### src/rtl/fifo_wr_packer.sv
// Splits a 2*DATA_WIDTH producer word into one or two FIFO writes.
// A one-entry buffer plus a three-state sequencer gives single-word-per-cycle throughput.
module fifo_wr_packer #(
    parameter int DATA_WIDTH = 8,
    parameter bit MSB_FIRST  = 1'b0
) (
    input  logic                    wclk,
    input  logic                    wrst,
    input  logic [2*DATA_WIDTH-1:0] in_data,
    input  logic                    in_len,
    input  logic                    in_valid,
    output logic                    in_ready,
    input  logic                    wfull,
    output logic                    winc,
    output logic [DATA_WIDTH-1:0]   wdata,
    output logic                    busy,
    output logic [15:0]             wr_count
);

    typedef enum logic [1:0] {
        IDLE        = 2'd0,
        SEND_FIRST  = 2'd1,
        SEND_SECOND = 2'd2
    } state_t;

    state_t                    state_q;
    state_t                    state_d;
    logic [2*DATA_WIDTH-1:0]   buf_q;
    logic [2*DATA_WIDTH-1:0]   buf_d;
    logic                      len_q;
    logic                      len_d;
    logic [15:0]               wr_count_q;
    logic [15:0]               wr_count_d;

    logic                      winc_s;
    logic                      last_byte_s;
    logic                      in_ready_s;
    logic                      accept_s;
    logic [DATA_WIDTH-1:0]     wdata_s;
    logic [DATA_WIDTH-1:0]     lo_half_s;
    logic [DATA_WIDTH-1:0]     hi_half_s;

    assign lo_half_s = buf_q[DATA_WIDTH-1:0];
    assign hi_half_s = buf_q[2*DATA_WIDTH-1:DATA_WIDTH];

    // Handshake and write strobe; a slot frees up when the last byte leaves this cycle.
    always_comb begin
        winc_s      = 1'b0;
        last_byte_s = 1'b0;
        if (state_q != IDLE) begin
            winc_s = ~wfull;
        end else begin
            winc_s = 1'b0;
        end
        if ((state_q == SEND_SECOND) || ((state_q == SEND_FIRST) && !len_q)) begin
            last_byte_s = 1'b1;
        end else begin
            last_byte_s = 1'b0;
        end
        in_ready_s = (state_q == IDLE) || (last_byte_s && winc_s);
        accept_s   = in_valid && in_ready_s;
    end

    // Byte select: single-word transfers always use the low half.
    always_comb begin
        wdata_s = {DATA_WIDTH{1'b0}};
        case (state_q)
            SEND_FIRST: begin
                if (MSB_FIRST && len_q) begin
                    wdata_s = hi_half_s;
                end else begin
                    wdata_s = lo_half_s;
                end
            end
            SEND_SECOND: begin
                if (MSB_FIRST) begin
                    wdata_s = lo_half_s;
                end else begin
                    wdata_s = hi_half_s;
                end
            end
            default: wdata_s = {DATA_WIDTH{1'b0}};
        endcase
    end

    // Next-state logic; everything holds while the FIFO reports full.
    always_comb begin
        state_d    = state_q;
        buf_d      = buf_q;
        len_d      = len_q;
        wr_count_d = wr_count_q;
        if (winc_s) begin
            wr_count_d = wr_count_q + 16'd1;
        end else begin
            wr_count_d = wr_count_q;
        end
        if (accept_s) begin
            buf_d = in_data;
            len_d = in_len;
        end else begin
            buf_d = buf_q;
            len_d = len_q;
        end
        case (state_q)
            IDLE: begin
                if (accept_s) begin
                    state_d = SEND_FIRST;
                end else begin
                    state_d = IDLE;
                end
            end
            SEND_FIRST: begin
                if (!winc_s) begin
                    state_d = SEND_FIRST;
                end else if (len_q) begin
                    state_d = SEND_SECOND;
                end else if (accept_s) begin
                    state_d = SEND_FIRST;
                end else begin
                    state_d = IDLE;
                end
            end
            SEND_SECOND: begin
                if (!winc_s) begin
                    state_d = SEND_SECOND;
                end else if (accept_s) begin
                    state_d = SEND_FIRST;
                end else begin
                    state_d = IDLE;
                end
            end
            default: state_d = IDLE;
        endcase
    end

    // State, buffer and write counter registers.
    always_ff @(posedge wclk or posedge wrst) begin
        if (wrst) begin
            state_q    <= IDLE;
            buf_q      <= {(2*DATA_WIDTH){1'b0}};
            len_q      <= 1'b0;
            wr_count_q <= 16'd0;
        end else begin
            state_q    <= state_d;
            buf_q      <= buf_d;
            len_q      <= len_d;
            wr_count_q <= wr_count_d;
        end
    end

    assign winc     = winc_s;
    assign wdata    = wdata_s;
    assign in_ready = in_ready_s;
    assign busy     = (state_q != IDLE);
    assign wr_count = wr_count_q;

endmodule

### config.mk
export PLATFORM = sky130hd
export DESIGN_NAME = fifo_wr_packer
export DESIGN_NICKNAME = d
export VERILOG_FILES = /design/src/rtl/fifo_wr_packer.sv
export SDC_FILE = /design/constraint.sdc
export NUM_CORES = 1
export LEC_CHECK = 0
export CORE_MARGIN = 4
export CORE_UTILIZATION = 45
export CTS_CLUSTER_DIAMETER = 30
export CTS_CLUSTER_SIZE = 14
export DETAILED_ROUTE_END_ITERATION = 6
export GPL_TIMING_DRIVEN = 1
export PLACE_DENSITY_LB_ADDON = 0.08
export SYNTH_ARGS = -nofsm -noshare
export SYNTH_HDL_FRONTEND = slang
export SYNTH_SLANG_ARGS = --single-unit
### constraint.sdc
create_clock -name wclk -period 3 [get_ports wclk]
set_clock_uncertainty 0.05 [all_clocks]
set_input_delay 0.45 -clock wclk [delete_from_list [all_inputs] [get_ports wclk]]
set_output_delay 0.45 -clock wclk [all_outputs]
set_load 0.02 [all_outputs]
==> results summary <==
The insertion delay of the later-clocked pin in the worst-skew pair came out at around 280 ps. For this run, the number of standard cells in the final layout without fillers is 234. After floorplanning, the core was sized to cover 3440 um^2.

The tree is rooted in a sky130_fd_sc_hd__clkbuf_8. The most area-hungry cell type in the Yosys netlist is sky130_fd_sc_hd__dfrtp_1. The number of H-tree levels came out at 2. The maximum count of clock buffers along a single path came out at 2. The startpoint identified for the worst register-to-register timing path is state_q[1]. The critical path is of the flip-flop to output pin type. The total iterations of the first detailed-routing run came out at 4. The unique cell type count in the Yosys netlist is 31. The top-area cell type share of the netlist area is a little over half. Timing would allow up to 0.366 GHz.

The total congestion overflow after global routing is 0. Yosys mapped a number of flops with a built-in enable equal to 0. The pin count of the biggest net entering global routing came out at 24.

The setup TNS came out at 0 ps. After layout, the worst path uses between 90% and 100% of the clock period. The number of cell instances on the worst register-to-register path came out at 6. The post-cts gate resize count came out at 0. The post-synth net total is 160. The share of total power consumed by net switching is 35.7%.

Sequential cells burn 35.8% of the power. The number of instances in the synthesized netlist came out at 134. In this run the cell area of the synthesized design comes to 1660 um^2.

TritonCTS created 5 clock buffers. The number of global-route vias before repair is 1203. The worst pin sits at a relative slew slack of a little over two fifths.

Setup slack on the critical path of the routed design comes to 267 ps. The residual DRC count is 0. By area the synthesized netlist is led by sky130_fd_sc_hd__dfrtp_1, sky130_fd_sc_hd__mux2_2, sky130_fd_sc_hd__xor2_1. The clock network fraction of design power came out at 16.8%. The ratio of cells with drive above 1 in the final layout came out at 18.6%. The area added between synthesis and finish is 37.5%. The total die area is between 4000 and 5000 um^2. The clock tree from TritonCTS is done. The flow ran to the end, and the final reports show no timing, DRC or antenna violations. The final critical path time including I/O delays and setup came out at about 2700 ps.

The endpoint class of the critical path is an output pin. The max-cap violation count is 0. In the global route stage, overall resource usage came out at 16.0%. The number of cells traversed by the worst hold path came out at 1. The combinational group share of total power is 47.3%. Setup violations remaining at the end of the flow were counted as 0. The initial core utilization is 48.1%. The iteration-0 DRC count of the detailed router is 54. The die span in x came out at 68.7 um.

The post-route antenna net violation count came out at 0. The final hold violation count is 0. For this run, the leading register cell type out of synthesis is sky130_fd_sc_hd__dfrtp_1. Using the TritonRoute via totals, the vias-per-cell ratio works out to between 4 and 5. The clock transition time at the flip-flop clock pins of the worst setup and hold paths is ~70 ps. The maximum fanout along the worst path is 11. By count the netlist is led by sky130_fd_sc_hd__dfrtp_1, sky130_fd_sc_hd__mux2_2. Sequential elements use 52.9% of the synthesized area.

The number of warnings issued by yosys is 0. The average footprint of a synthesized cell came out at ~12 um^2. The pre-CTS setup slack came out at 555 ps. The global-route wire length before repair is approximately 5.5 mm.

The die height is 68.7 um. The sink count of the clock tree came out at 35. In this run the worst hold path is classified as flip-flop to flip-flop. The critical path starts at state_q[1]. The number of setup buffers added after CTS is 0.

The power density over the cells came out at about 950 nW/um^2. Pin placement for this block handled 48 I/O pins. At the pin with the least slew margin, the transition time is between 800 and 900 ps.

The data arrival time of the critical path is 2230 ps. The final RePlAce weighted congestion came out at 0.751. The count of hold buffers inserted by post-cts repair is 0. STA classifies the critical path startpoint as a flip-flop. Yosys instantiated no cell more often than sky130_fd_sc_hd__dfrtp_1.

The post-synthesis async set-or-reset flop share came out at between 90% and 100%. The average wire per standard cell came out at 14.5 um. The number of cells in the design after placement is 226. The detailed placer's ending HPWL is between 2 and 3 mm. The worst endpoint required time is 2500 ps.

After floorplanning, the core was divided into 21 placement rows. The launch point of the worst hold path is wr_count[15]. For this design the static power due to leakage is 0.977 nW.

The total number of vias came out at 1161. The initial antenna violation count came out at 0. The max-slew violation count is 0. IR analysis of the VDD net gives a maximum drop of 547 uV. In this run the tool buffered the top-level ports with between 40 and 50 buffer cells.

The net count of the finished layout is 213. The register bit count reported by yosys came out at 35. The cell-internal power came out at roughly 0.0014 W.

The diode insertion count for antenna repair is 0. The total routed wirelength came out at 3.39 mm. Setup repair after global routing left no endpoint under its margin. Summed over all nets, the switching power comes to ~0.00077 W.
==> state kept, by name, indices dropped and copies added (netlist names) <==
| register | count |
|---|---|
| len_q | 1 |
| state_q | 2 |
| buf_q | 16 |
| wr_count | 16 |
==> final timing paths <==
kind,slack [ps],endpoint
max in group asynchronous,1680,wr_count[1]
worst max-delay path,270,in_ready
min in group asynchronous,590,wr_count[7]
worst min-delay path,430,wr_count[15]
worst min register to register,430,wr_count[15]
worst max register to register,950,buf_q[9]
==> power groups by stage <==
stage | logic (W) | clock network [W] | registers (W)
after floorplan | 0.000632 | 0 | 0.000799
after global placement | 0.00101 | 0 | 0.000774
after detailed placement | 0.00104 | 0 | 0.000787
after CTS | 0.00104 | 0.000379 | 0.000778
after global routing | 0.00112 | 0.000392 | 0.000801
final | 0.00103 | 0.000364 | 0.000777
==> layout make-up <==
class	count	area, um^2
Clock buffer	8	100
Tap cell	46	57.6
Fill cell	268	1160
Sequential cell	35	876
Timing Repair Buffer	49	485
Inverter	7	26.3
Multi-Input combinational cell	89	732
==> placed cells by master (no fill, tap or decap), types with 2 or more instances in the layout <==
cell                               n
sky130_fd_sc_hd__nand4_1           2
sky130_fd_sc_hd__inv_1             6
sky130_fd_sc_hd__xor2_1            8
sky130_fd_sc_hd__nand2_1           6
sky130_fd_sc_hd__clkbuf_8          7
sky130_fd_sc_hd__xnor2_1           7
sky130_fd_sc_hd__mux2_2           18
sky130_fd_sc_hd__nand3_1           3
sky130_fd_sc_hd__clkdlybuf4s50_1  47
sky130_fd_sc_hd__nor2_1            8
sky130_fd_sc_hd__a22oi_1           8
sky130_fd_sc_hd__dfrtp_1          35
sky130_fd_sc_hd__nand2b_1          2
sky130_fd_sc_hd__ha_1              5
sky130_fd_sc_hd__buf_4             2
sky130_fd_sc_hd__nor2b_1           8
==> layer usage <==
layer	up-vias	routed length, um	global-route usage [%]
li1	560	-	-
met1	562	1460	19.5
met2	35	1690	26.8
met3	4	192	4.21
met4	0	40	6.70
met5	-	0	0
==> worst max-delay path, cell delays in order (launching register included) <==
cell and delay (ps):
sky130_fd_sc_hd__dfrtp_1 410, sky130_fd_sc_hd__inv_1 90, sky130_fd_sc_hd__ha_1 400, sky130_fd_sc_hd__nand2b_1 120, sky130_fd_sc_hd__a21oi_2 210, sky130_fd_sc_hd__or2_2 130, sky130_fd_sc_hd__clkdlybuf4s50_1 590
==> logic make-up after synthesis <==
group	Yosys count	synth area share [%]
adders and majority gates	5	3.78
DFF	35	52.9
buffers and inverters	10	2.95
muxes	18	12.2
AOI/OAI and AO/OA	13	6.12
xor gates and xnor gates	15	7.93
and+or+nand+nor	38	14.1
==> stage by stage <==
stage	util (%)	total power, W	instance area, um^2	hold WS (ps)
floorplan	-	0.00143	1660	430
global placement	63.2	0.00178	2180	406
detailed placement	63.2	0.00182	2180	417
CTS	66.2	0.00220	2280	428
global route	66.2	0.00231	2280	465
finish	66.2	0.00217	2280	426
(Power assumes the default switching activity.)
